### config.mk
export PLATFORM = sky130hd
export DESIGN_NAME = div_flat
export DESIGN_NICKNAME = d
export VERILOG_FILES = /design/src/rtl/div_if.sv /design/src/rtl/div.sv /design/src/flat_wrapper.sv
export SDC_FILE = /design/constraint.sdc
export NUM_CORES = 1
export LEC_CHECK = 0
export ABC_AREA = 0
export CORE_ASPECT_RATIO = 1.2
export CORE_MARGIN = 1.5
export CORE_UTILIZATION = 64
export DETAILED_ROUTE_END_ITERATION = 7
export DONT_BUFFER_PORTS = 1
export PLACE_DENSITY = 0.8
export SLEW_MARGIN = 15
export SYNTH_ARGS = -nofsm -noshare
export SYNTH_HDL_FRONTEND = slang
export SYNTH_SLANG_ARGS = --single-unit
export TNS_END_PERCENT = 50
### constraint.sdc
create_clock -name clk -period 3.3 [get_ports clk]
set_input_delay 0.33 -clock clk [delete_from_list [all_inputs] [get_ports clk]]
set_output_delay 0.33 -clock clk [all_outputs]
set_load 0.03 [all_outputs]
### src/rtl/div_if.sv
// Execute-stage <-> divider handshake: operands and start/annul in, {HI,LO} result and ready out.
interface div_if;
    logic        signed_i;
    logic [31:0] opdata1_i;
    logic [31:0] opdata2_i;
    logic        start_i;
    logic        annul_i;
    logic [63:0] result_o;
    logic        ready_o;

    modport master (
        output signed_i, opdata1_i, opdata2_i, start_i, annul_i,
        input  result_o, ready_o
    );

    modport slave (
        input  signed_i, opdata1_i, opdata2_i, start_i, annul_i,
        output result_o, ready_o
    );
endinterface

### src/rtl/div.sv
// Multi-cycle 32-bit radix-2 restoring divider, one iteration per clock, result {rem, quo}.
// Define DIV_SIGNED_EN to enable the signed (DIV) path; otherwise every operation is unsigned.
module div (
    input  logic  clk,
    input  logic  rst,
    div_if.slave  bus
);
    typedef enum logic [1:0] {IDLE, BYZERO, ON, END} state_t;

    state_t      state;
    logic [5:0]  cnt;
    logic [64:0] dividend;
    logic [31:0] divisor;

    logic [32:0] div_temp;
    logic [64:0] div_step;
    logic [31:0] op1_mag;
    logic [31:0] op2_mag;
    logic [31:0] quo_fix;
    logic [31:0] rem_fix;

    // Partial remainder sits in dividend[63:32]; it never needs bit 64 because
    // a prefix of a 32-bit dividend is below 2^31 until the final step.
    assign div_temp = {1'b0, dividend[63:32]} - {1'b0, divisor};
    assign div_step = div_temp[32] ? {dividend[63:0], 1'b0}
                                   : {div_temp[31:0], dividend[31:0], 1'b1};

`ifdef DIV_SIGNED_EN
    logic neg_q;
    logic neg_r;

    assign op1_mag = (bus.signed_i && bus.opdata1_i[31]) ? (~bus.opdata1_i + 32'd1) : bus.opdata1_i;
    assign op2_mag = (bus.signed_i && bus.opdata2_i[31]) ? (~bus.opdata2_i + 32'd1) : bus.opdata2_i;
    assign quo_fix = neg_q ? (~div_step[31:0] + 32'd1)  : div_step[31:0];
    assign rem_fix = neg_r ? (~div_step[64:33] + 32'd1) : div_step[64:33];
`else
    logic unused_signed;

    assign unused_signed = bus.signed_i;
    assign op1_mag       = bus.opdata1_i;
    assign op2_mag       = bus.opdata2_i;
    assign quo_fix       = div_step[31:0];
    assign rem_fix       = div_step[64:33];
`endif

    always_ff @(posedge clk) begin
        if (rst) begin
            state       <= IDLE;
            cnt         <= 6'd0;
            dividend    <= 65'd0;
            divisor     <= 32'd0;
            bus.ready_o <= 1'b0;
            bus.result_o <= 64'd0;
`ifdef DIV_SIGNED_EN
            neg_q       <= 1'b0;
            neg_r       <= 1'b0;
`endif
        end else begin
            case (state)
                IDLE: begin
                    bus.ready_o  <= 1'b0;
                    bus.result_o <= 64'd0;
                    if (bus.start_i && !bus.annul_i) begin
                        if (bus.opdata2_i == 32'd0) begin
                            state <= BYZERO;
                        end else begin
                            dividend <= {32'd0, op1_mag, 1'b0};
                            divisor  <= op2_mag;
                            cnt      <= 6'd0;
`ifdef DIV_SIGNED_EN
                            neg_q    <= bus.signed_i & (bus.opdata1_i[31] ^ bus.opdata2_i[31]);
                            neg_r    <= bus.signed_i & bus.opdata1_i[31];
`endif
                            state    <= ON;
                        end
                    end
                end
                BYZERO: begin
                    dividend <= 65'd0;
                    state    <= END;
                end
                ON: begin
                    if (bus.annul_i) begin
                        cnt   <= 6'd0;
                        state <= IDLE;
                    end else if (cnt == 6'd31) begin
                        // Final iteration lands sign-corrected in the same layout END reads.
                        dividend <= {rem_fix, 1'b0, quo_fix};
                        cnt      <= 6'd0;
                        state    <= END;
                    end else begin
                        dividend <= div_step;
                        cnt      <= cnt + 6'd1;
                    end
                end
                END: begin
                    if (bus.start_i) begin
                        bus.result_o <= {dividend[64:33], dividend[31:0]};
                        bus.ready_o  <= 1'b1;
                    end else begin
                        bus.result_o <= 64'd0;
                        bus.ready_o  <= 1'b0;
                        state        <= IDLE;
                    end
                end
                default: state <= IDLE;
            endcase
        end
    end
endmodule

### src/flat_wrapper.sv
// flat-port wrapper written by rule: the top's interface ports become plain ports
module div_flat 
  (clk, rst, bus_signed_i, bus_opdata1_i, bus_opdata2_i, bus_start_i, bus_annul_i, bus_result_o, bus_ready_o);
  div_if bus_i ();
  input  logic clk;
  input  logic rst;
  input wire logic [$bits(bus_i.signed_i)-1:0] bus_signed_i;
  input wire logic [$bits(bus_i.opdata1_i)-1:0] bus_opdata1_i;
  input wire logic [$bits(bus_i.opdata2_i)-1:0] bus_opdata2_i;
  input wire logic [$bits(bus_i.start_i)-1:0] bus_start_i;
  input wire logic [$bits(bus_i.annul_i)-1:0] bus_annul_i;
  output wire logic [$bits(bus_i.result_o)-1:0] bus_result_o;
  output wire logic [$bits(bus_i.ready_o)-1:0] bus_ready_o;
  assign bus_i.signed_i = bus_signed_i;
  assign bus_i.opdata1_i = bus_opdata1_i;
  assign bus_i.opdata2_i = bus_opdata2_i;
  assign bus_i.start_i = bus_start_i;
  assign bus_i.annul_i = bus_annul_i;
  assign bus_result_o = bus_i.result_o;
  assign bus_ready_o = bus_i.ready_o;
  div u_core (.clk(clk), .rst(rst), .bus(bus_i));
endmodule
Word level (Yosys, flattened, before mapping)
Index checks and enable logic that the tools add are counted.
{ "word_totals": {"in_bits": 69, "mem_bits_rw": 0, "n_memories": 0, "reg_bits": 170, "wordCells": 50, "latchBits": 0, "romBits": 0, "output_inout_bits": 65} }
{ "op_classes": {"n_lt_le_gt_ge": 0, "muxes": 21, "shift": 0, "n_reduce_logical": 11, "div_mod_pow": 0, "n_bitwise": 1, "n_eq_ne": 9, "multipliers": 0, "addsub": 2} }
{ "op_table": {"columns": ["cell", "n"], "rows": [
  ["$mux 65", 4],
  ["$pmux 65 s3", 1],
  ["$pmux 64 s2", 1],
  ["$mux 64", 1],
  ["$mux 33", 1],
  ["$sub 32x32->33", 1],
  ["$logic_not 32->1", 1],
  ["$mux 6", 4],
  ["$pmux 6 s2", 1],
  ["$mux 2", 5],
  ["$reduce_and 3->1", 3],
  ["$pmux 2 s4", 1],
  ["$add 6x1->6 const B", 1],
  ["$eq 6x5->1 const B", 1],
  ["$ne 2x2->1 const B", 3],
  ["$eq 2x2->1 const B", 2],
  ["$reduce_and 4->1", 1],
  ["$reduce_bool 2->1", 2],
  ["$ne 3x2->1 const B", 1],
  ["$reduce_bool 3->1", 1],
  ["$eq 2x1->1 const B", 1],
  ["$logic_not 2->1", 1],
  ["$ne 2x1->1 const B", 1],
  ["$pmux 1 s2", 1],
  ["other kinds (4)", 4]
]} }

Depth between registers and ports, before layout
Gate-level depths: netlist of run 1.
{ "logic_depth": {"ltp_word": 5, "ltp_mapped": 14, "ltp_nobuf": 12} }

Worst setup path before layout of run 1
Ideal clock, no wire load.
{ "synth_path": {"path_type": "register to register", "startpoint": "reg u_core.divisor[3]", "endpoint": "reg u_core.dividend[64]", "setup_time_ns": 0.118, "arrival_time_ns": 2.693, "period_less_slack_ns": 2.811, "required_time_ns": 3.182, "stages_incl_launch_ff": 12, "slack_ns": 0.489, "n_path_buf": 0, "path_cell_list": "dfxtp_1 > inv_1 > ha_1 > and2_1 > a221oi_1 > a21oi_1 > o21ai_0 > a211oi_1 > o31a_1 > a311oi_1 > mux2_2 > nand2b_1"} }
{ "synth_between": {"elab_chain_len": 4} }
{ "synth_rtl": {"columns": ["element", "line", "source"], "rows": [
  ["start: declaration", "div.sv:13", "logic [31:0] divisor;"],
  ["start signal: assignment", "div.sv:68", "divisor <= op2_mag;"],
  ["$sub 32x32->33", "div.sv:24", "assign div_temp = {1'b0, dividend[63:32]} - {1'b0, divisor};"],
  ["$mux 65", "div.sv:25", "assign div_step = div_temp[32] ? {dividend[63:0], 1'b0}"],
  ["$mux 65", "div.sv:83", "if (bus.annul_i) begin"],
  ["$pmux 65 s3", "div.sv:59", "case (state)"],
  ["end signal: assignment", "div.sv:67", "dividend <= {32'd0, op1_mag, 1'b0};"],
  ["end signal: assignment", "div.sv:88", "dividend <= {rem_fix, 1'b0, quo_fix};"],
  ["end signal: assignment", "div.sv:92", "dividend <= div_step;"],
  ["end: declaration", "div.sv:12", "logic [64:0] dividend;"]
]} }
No other way between the ends. The select of a mux whose other input is x is not followed.
A chain may end at the register's enable or synchronous reset.

Worst setup path after layout of run 1
{ "layout_path": {"startpoint": "reg u_core.divisor[15]", "endpoint": "reg u_core.dividend[35]"} }
The elaborated chain is that of the path after synthesis.

==> results of run 1 <==
worst max-delay path: stages, from the launching register on:
cell and delay, ps:
sky130_fd_sc_hd__dfxtp_1 330, sky130_fd_sc_hd__inv_1 50, sky130_fd_sc_hd__ha_1 410, sky130_fd_sc_hd__nand3_2 160, sky130_fd_sc_hd__or4_1 570, sky130_fd_sc_hd__a21oi_1 130, sky130_fd_sc_hd__o21ai_1 150, sky130_fd_sc_hd__a21oi_2 230
sky130_fd_sc_hd__or2_4 170, sky130_fd_sc_hd__a31o_4 180, sky130_fd_sc_hd__buf_4 240, sky130_fd_sc_hd__mux2i_1 230, sky130_fd_sc_hd__o21ai_0 100
synthesized netlist by cell type (7+ instances only):
| cell | instances |
|---|---|
| sky130_fd_sc_hd__mux2i_1 | 27 |
| sky130_fd_sc_hd__nand3_1 | 37 |
| sky130_fd_sc_hd__xor2_1 | 11 |
| sky130_fd_sc_hd__ha_1 | 37 |
| sky130_fd_sc_hd__nand2_1 | 112 |
| sky130_fd_sc_hd__a22oi_1 | 65 |
| sky130_fd_sc_hd__clkbuf_1 | 47 |
| sky130_fd_sc_hd__xnor2_1 | 18 |
| sky130_fd_sc_hd__inv_1 | 47 |
| sky130_fd_sc_hd__a311oi_1 | 34 |
| sky130_fd_sc_hd__nor3_1 | 11 |
| sky130_fd_sc_hd__a21o_1 | 13 |
| sky130_fd_sc_hd__nor4_1 | 8 |
| sky130_fd_sc_hd__buf_1 | 13 |
| sky130_fd_sc_hd__a32oi_1 | 7 |
| sky130_fd_sc_hd__nand2b_1 | 36 |
| sky130_fd_sc_hd__nor2_1 | 122 |
| sky130_fd_sc_hd__a21oi_1 | 68 |
| sky130_fd_sc_hd__dfxtp_1 | 170 |
| sky130_fd_sc_hd__o21ai_0 | 41 |
| sky130_fd_sc_hd__nand4_1 | 8 |
cell families after synthesis:
kind of cell | synth area share (%)
AND/OR/NAND/NOR | 19.6
multiplexers | 3.36
XOR/XNOR | 3.03
AO/OA/AOI/OAI | 22.1
buffers and inverters | 5.54
adder cells (fa/ha/maj) | 5.76
flip-flops | 40.6
repair_timing:
item / 4_1_cts / 5_1_grt
setup endpoints to repair: 0 / 1
hold endpoints to repair: 134 / 0
resized for setup: 0 / 2
hold buffers: 1 / 0
state kept, by name, indices dropped and copies added, names as in the netlist:
name and count:
u_core.divisor 32, u_core.state 2, u_core.bus.ready_o 1, u_core.dividend 65
u_core.cnt 6, u_core.bus.result_o 64
placed cells by master, fill, tap and decap left out, types with 3 or more instances in the layout:
master                        n
sky130_fd_sc_hd__nor2_1     119
sky130_fd_sc_hd__clkbuf_16   17
sky130_fd_sc_hd__o21a_1       3
sky130_fd_sc_hd__a32oi_1      7
sky130_fd_sc_hd__ha_1        36
sky130_fd_sc_hd__o31a_1       3
sky130_fd_sc_hd__nor3_1      11
sky130_fd_sc_hd__nor4_1       8
sky130_fd_sc_hd__a211oi_1     4
sky130_fd_sc_hd__a31oi_1      5
sky130_fd_sc_hd__buf_12       3
sky130_fd_sc_hd__a22oi_1     65
sky130_fd_sc_hd__a22o_1       3
sky130_fd_sc_hd__bufinv_16    5
sky130_fd_sc_hd__a21oi_1     68
sky130_fd_sc_hd__a311oi_1    33
sky130_fd_sc_hd__nand2_1    112
sky130_fd_sc_hd__inv_6        6
sky130_fd_sc_hd__xor2_1      11
sky130_fd_sc_hd__and2_1       3
sky130_fd_sc_hd__o21bai_1     4
sky130_fd_sc_hd__nand3_1     37
sky130_fd_sc_hd__o211ai_1     4
sky130_fd_sc_hd__or3_1        5
sky130_fd_sc_hd__nand4_1      8
sky130_fd_sc_hd__nor2b_1      5
sky130_fd_sc_hd__inv_1       47
sky130_fd_sc_hd__buf_4       19
sky130_fd_sc_hd__dfxtp_1    170
sky130_fd_sc_hd__and3_1       5
sky130_fd_sc_hd__nand2b_1    36
sky130_fd_sc_hd__xnor2_1     18
sky130_fd_sc_hd__a21o_1      13
sky130_fd_sc_hd__o21ai_0     41
sky130_fd_sc_hd__mux2i_1     27
power by group:
group / internal (W) / switching [W]
Combinational: 0.000849 / 0.00130
Clock: 0.00136 / 0.000866
Sequential: 0.00222 / 0.000133
metal layers:
layer	GRT usage (%)	vias up	wire length, um
li1	-	3560	-
met1	34.1	3367	8250
met2	50.2	193	9860
met3	8.26	51	1250
met4	13.3	0	651
met5	0	-	0
final cells by class:
cell class              count  area, um2
fillers                  1002       3490
well taps                 164        205
repair buffers             23        230
clock inverters            14        230
multi-input cells         730       4560
inverters                  47        176
flip-flops and latches    170       3400
clock buffers              18        429
per-stage QoR:
stage,util (%),hold slack (ps),total power [W],cells
after CTS,72.4,8.36,0.00674,1166
after global routing,72.5,26.7,0.00706,1166
after floorplan,-,435,0.00403,1014
after global placement,67.0,411,0.00444,1133
final,72.5,29.0,0.00673,1166
after detailed placement,67.0,414,0.00448,1133
final timing paths:
| kind | endpoint | from |
|---|---|---|
| setup / recovery | u_core.dividend[35] | u_core.divisor[15] |
| hold / removal | u_core.divisor[7] | bus_opdata2_i[7] |
| setup reg to reg | u_core.dividend[35] | u_core.divisor[15] |
| hold reg to reg | u_core.divisor[28] | u_core.divisor[28] |
==> flow_summary.yaml, run 1 <==
die:
  rows: 45
  floorplan.initialDensity_pct: 65.9
  die_w_um: 107
  pin_count: 134
  die_height_um: 128
  design.die.area_um2: 13800
  core_area_um2: 12700
place:
  numPortBuffers: 0
  setup_slack_placement_ps: 276
  gp_congestion: 0.958
  placedInstanceArea_um2: 8530
  post-dp-hpwl_um: 13300
finish:
  drive_above_1_share_pct: 7.39
  final_nets: 1096
  diodes: 0
  finish.instance_area_um2: 9230
  area_growth_synth_to_finish_pct: 10.1
yosys:
  ys.warnings.count: 0
  synth_top_cells_by_area: "sky130_fd_sc_hd__dfxtp_1 (41%), sky130_fd_sc_hd__a22oi_1 (5.8%), sky130_fd_sc_hd__ha_1 (5.5%), sky130_fd_sc_hd__nor2_1 (5.5%), sky130_fd_sc_hd__nand2_1 (5.0%)"
  synth_fp_nets: 1121
  post_synth.cell_area_avg_um2: 8.27
  postSynthRegisterBits: 170
  ys_dominant_reg_cell: "sky130_fd_sc_hd__dfxtp_1"
  synth_top_area_share_pct: 40.6
  synth_largest_area_cell: "sky130_fd_sc_hd__dfxtp_1"
  ys_async_sr_fraction_pct: 0
  synth-edff-count: 0
  mapped_cell_area_um2: 8390
  ys_seq_area_share_pct: 40.6
  synth_cell_types: 63
  synthCells: 1014
outcome:
  outcome: "finished, final reports clean"
global_routing:
  overflow: 0
  first_global_vias: 6893
  grt_antenna_before_repair: 0
  globalRouteTotalUtil_pct: 29.3
  grt_first_pass_wirelength_um: 32300
  largest_net_degree_at_the_start_of_global_routing: 135
cts:
  clock-root-buffer: "sky130_fd_sc_hd__clkbuf_16"
  tritoncts: "yes"
  post_cts.repair.setup_buffers: 0
  clock_path_buffers: 2
  clk_transition_reported_paths_ps: 70
  cts_sinks: 170
  htreeDepth: 4
  clock_insertion_delay_worst_skew_ps: 430
  cts_buffers: 17
timing:
  fin_worst_skew_ps: 8.22
  tmin_final_ps: 3070
  timing.slew.headroom_pct: 49.8
  setup_tns_ps: 0
  timing.fmax_mhz: 326
  final_worst_path_cycle_share_pct: 93.1
  final_number_of_setup_violating_endpoints: 0
  final-max-slew-violation-count: 0
  final_report_hold_violation_count: 0
  final_critical_path_setup_slack_ps: 229
  worst-slew-pin-transition_ps: 750
  rsz0062_at_grt: "no"
worst_setup_path:
  crit_path_max_fanout: 11
  worst_setup_path_end_kind: "flop"
  critical_path.startpoint_type: "flop"
  worst-r2r-cell-count: 12
  worst_r2r_setup_slack_ps: 230
  timing.critical_path.required_ps: 3610
  timing.critical_path.arrival_ps: 3380
  worst-setup-path-type: "flop to flop"
power:
  power-per-cell-area_nw_per_um2: 729
  p_leak_nw: 3.43
  peak_vdd_ir_mv: 0.469
detailed_routing:
  routed_wirelength_um: 20000
  dr.first_iter.drc_count: 435
  post_drt_via_cell_ratio: 6.15
  num_vias: 7171
  drt.antenna.violating_nets: 0
  drt_drc_violations_left: 0
  drt-pass1-iter-count: 7
  drt-wirelength-per-cell_um: 17.2
min_path:
  holdCritPathClass: "input port to flop"
  min_delay_path_depth: 2
flow_run:
  maxCapViolCount: 0
No activity file was read; power rests on OpenSTA's default activity.
==> run 2: changes to the inputs <==
--- a/config.mk
+++ b/config.mk
@@ -11,6 +11,7 @@
 export CORE_UTILIZATION = 64
 export DETAILED_ROUTE_END_ITERATION = 7
 export DONT_BUFFER_PORTS = 1
+export GPL_TIMING_DRIVEN = 0
 export PLACE_DENSITY = 0.8
 export SLEW_MARGIN = 15
 export SYNTH_ARGS = -nofsm -noshare
==> constraint.sdc (replaced) <==
create_clock -name clk -period 3 [get_ports clk]
set_input_delay 0.3 -clock clk [delete_from_list [all_inputs] [get_ports clk]]
set_output_delay 0.3 -clock clk [all_outputs]
set_load 0.03 [all_outputs]
==> run 2 against run 1 <==
  * First-iteration DRC count up 45%
  * Routed wire length up 15%
  * Register-to-register slack worse by 210 ps
  * Combinational power up 20%
==> flow_summary.yaml, run 2 (synthesis gave the netlist of run 1 again) <==
die:
  core_area_um2: 12700
  design.die.area_um2: 13800
  floorplan.initialDensity_pct: 65.9
  pin_count: 134
  die_w_um: 107
  rows: 45
  die_height_um: 128
detailed_routing:
  dr.first_iter.drc_count: 630
  drt.antenna.violating_nets: 0
  post_drt_via_cell_ratio: 6.30
  num_vias: 7794
  drt-pass1-iter-count: 5
  drt-wirelength-per-cell_um: 18.6
  routed_wirelength_um: 23000
  drt_drc_violations_left: 0
worst_setup_path:
  timing.critical_path.arrival_ps: 3310
  worst-setup-path-type: "flop to flop"
  timing.critical_path.required_ps: 3330
  crit_path_max_fanout: 8
  critical_path.startpoint_type: "flop"
  worst_setup_path_end_kind: "flop"
  worst_r2r_setup_slack_ps: 20
power:
  p_leak_nw: 3.55
  peak_vdd_ir_mv: 0.576
  power-per-cell-area_nw_per_um2: 781
cts:
  tritoncts: "yes"
  clock-root-buffer: "sky130_fd_sc_hd__clkbuf_16"
  cts_buffers: 17
  cts_sinks: 170
  clock_insertion_delay_worst_skew_ps: 430
  clock_path_buffers: 2
  clk_transition_reported_paths_ps: 70
  htreeDepth: 4
timing:
  timing.fmax_mhz: 336
  rsz0062_at_grt: "yes"
  finalHoldWorstSlack_ps: 10.5
  fin_worst_skew_ps: 8.48
  final_number_of_setup_violating_endpoints: 0
  timing.slew.headroom_pct: 45.3
  final-max-slew-violation-count: 0
  final_critical_path_setup_slack_ps: 22.5
  worst-slew-pin-transition_ps: 821
  tmin_final_ps: 2980
  final_worst_path_cycle_share_pct: 99.2
  final_report_hold_violation_count: 0
finish:
  final_nets: 1168
  layout_commonest_cell: "sky130_fd_sc_hd__dfxtp_1"
  area_growth_synth_to_finish_pct: 15.4
  finish.instance_area_um2: 9680
  reg.largest.list: "u_core.dividend: 65 flops, u_core.bus.result_o: 64 flops, u_core.divisor: 32 flops"
  mostFrequentLayoutCells: "sky130_fd_sc_hd__dfxtp_1 (166), sky130_fd_sc_hd__nor2_1 (122), sky130_fd_sc_hd__nand2_1 (112)"
  drive_above_1_share_pct: 7.91
  registers.top_by_ff_count: "u_core.dividend"
  diodes: 0
  max_ffs_per_register: 65
global_routing:
  first_global_vias: 7348
  overflow: 0
  globalRouteTotalUtil_pct: 32.6
  grt_antenna_before_repair: 0
  largest_net_degree_at_the_start_of_global_routing: 17
  grt_first_pass_wirelength_um: 35300
flow_run:
  maxCapViolCount: 0
place:
  placedInstanceArea_um2: 8590
  numPortBuffers: 0
  setup_slack_placement_ps: -321
  gp_congestion: 0.962
  post-dp-hpwl_um: 15900
min_path:
  holdCritPathClass: "input port to flop"
outcome:
  outcome: "finished, final reports clean"
-- run 2: final cells by class --
| class | count | area [um2] |
|---|---|---|
| plain buffers | 67 | 322 |
| clock buffers | 19 | 443 |
| clock inverters | 13 | 190 |
| fillers | 977 | 3050 |
| inverters | 47 | 176 |
| multi-input cells | 730 | 4660 |
| flip-flops and latches | 170 | 3410 |
| well taps | 164 | 205 |
| repair buffers | 28 | 278 |
-- run 2: worst paths after layout --
kind                    endpoint  cells after the start           startpoint
min reg2reg   u_core.divisor[19]                      2   u_core.divisor[19]
min           u_core.divisor[11]                      2    bus_opdata2_i[11]
max reg2reg  u_core.dividend[34]                     14  u_core.dividend[32]
max          u_core.dividend[34]                     14  u_core.dividend[32]
-- run 2: metrics by stage --
stage	setup TNS [ps]	std cells	util [%]	power, W
6_report	0	1238	76.1	0.00756
2_1_floorplan	0	1014	-	0.00443
3_3_place_gp	-1580	1178	67.5	0.00494
3_5_place_dp	-2610	1178	67.5	0.00498
4_1_cts	0	1231	74.5	0.00739
5_1_grt	-175	1238	76.1	0.00791
-- run 2: critical path: stages (launching register included) --
cell and delay [ps]:
sky130_fd_sc_hd__dfxtp_1 310, sky130_fd_sc_hd__inv_1 60, sky130_fd_sc_hd__ha_1 190, sky130_fd_sc_hd__fa_2 230, sky130_fd_sc_hd__nand2b_1 160, sky130_fd_sc_hd__a21oi_2 80, sky130_fd_sc_hd__o311a_1 330, sky130_fd_sc_hd__o21ai_2 250
sky130_fd_sc_hd__a21oi_2 130, sky130_fd_sc_hd__or2_4 280, sky130_fd_sc_hd__a31o_4 240, sky130_fd_sc_hd__buf_12 140, sky130_fd_sc_hd__buf_4 140, sky130_fd_sc_hd__mux2i_1 120, sky130_fd_sc_hd__a22o_1 190
-- run 2: where the power goes --
group          total, W  internal [W]  switching [W]
logic           0.00259       0.00102        0.00158
clock network   0.00237       0.00142       0.000945
registers       0.00259       0.00244       0.000149
total           0.00756       0.00489        0.00267
-- run 2: routing by layer --
| metal | routed length [um] | share of wire [%] | GRT usage (%) | vias up |
|---|---|---|---|---|
| met5 | 0 | 0 | 0 | - |
| met4 | 894 | 3.9 | 15.7 | 0 |
| met1 | 8600 | 37 | 36.9 | 3697 |
| met2 | 11600 | 50 | 56.7 | 334 |
| met3 | 1920 | 8.4 | 8.81 | 68 |
| li1 | - | - | - | 3695 |
-- run 2: timing repair --
| action | CTS | global route |
|---|---|---|
| pin swaps | 2 | 10 |
| setup endpoints to repair | 25 | 32 |
| setup buffers | 1 | 6 |
| endpoints found under the hold margin | 20 | 0 |
| cloned | 0 | 1 |
| hold buffers | 20 | 0 |
| gates resized for setup | 14 | 37 |
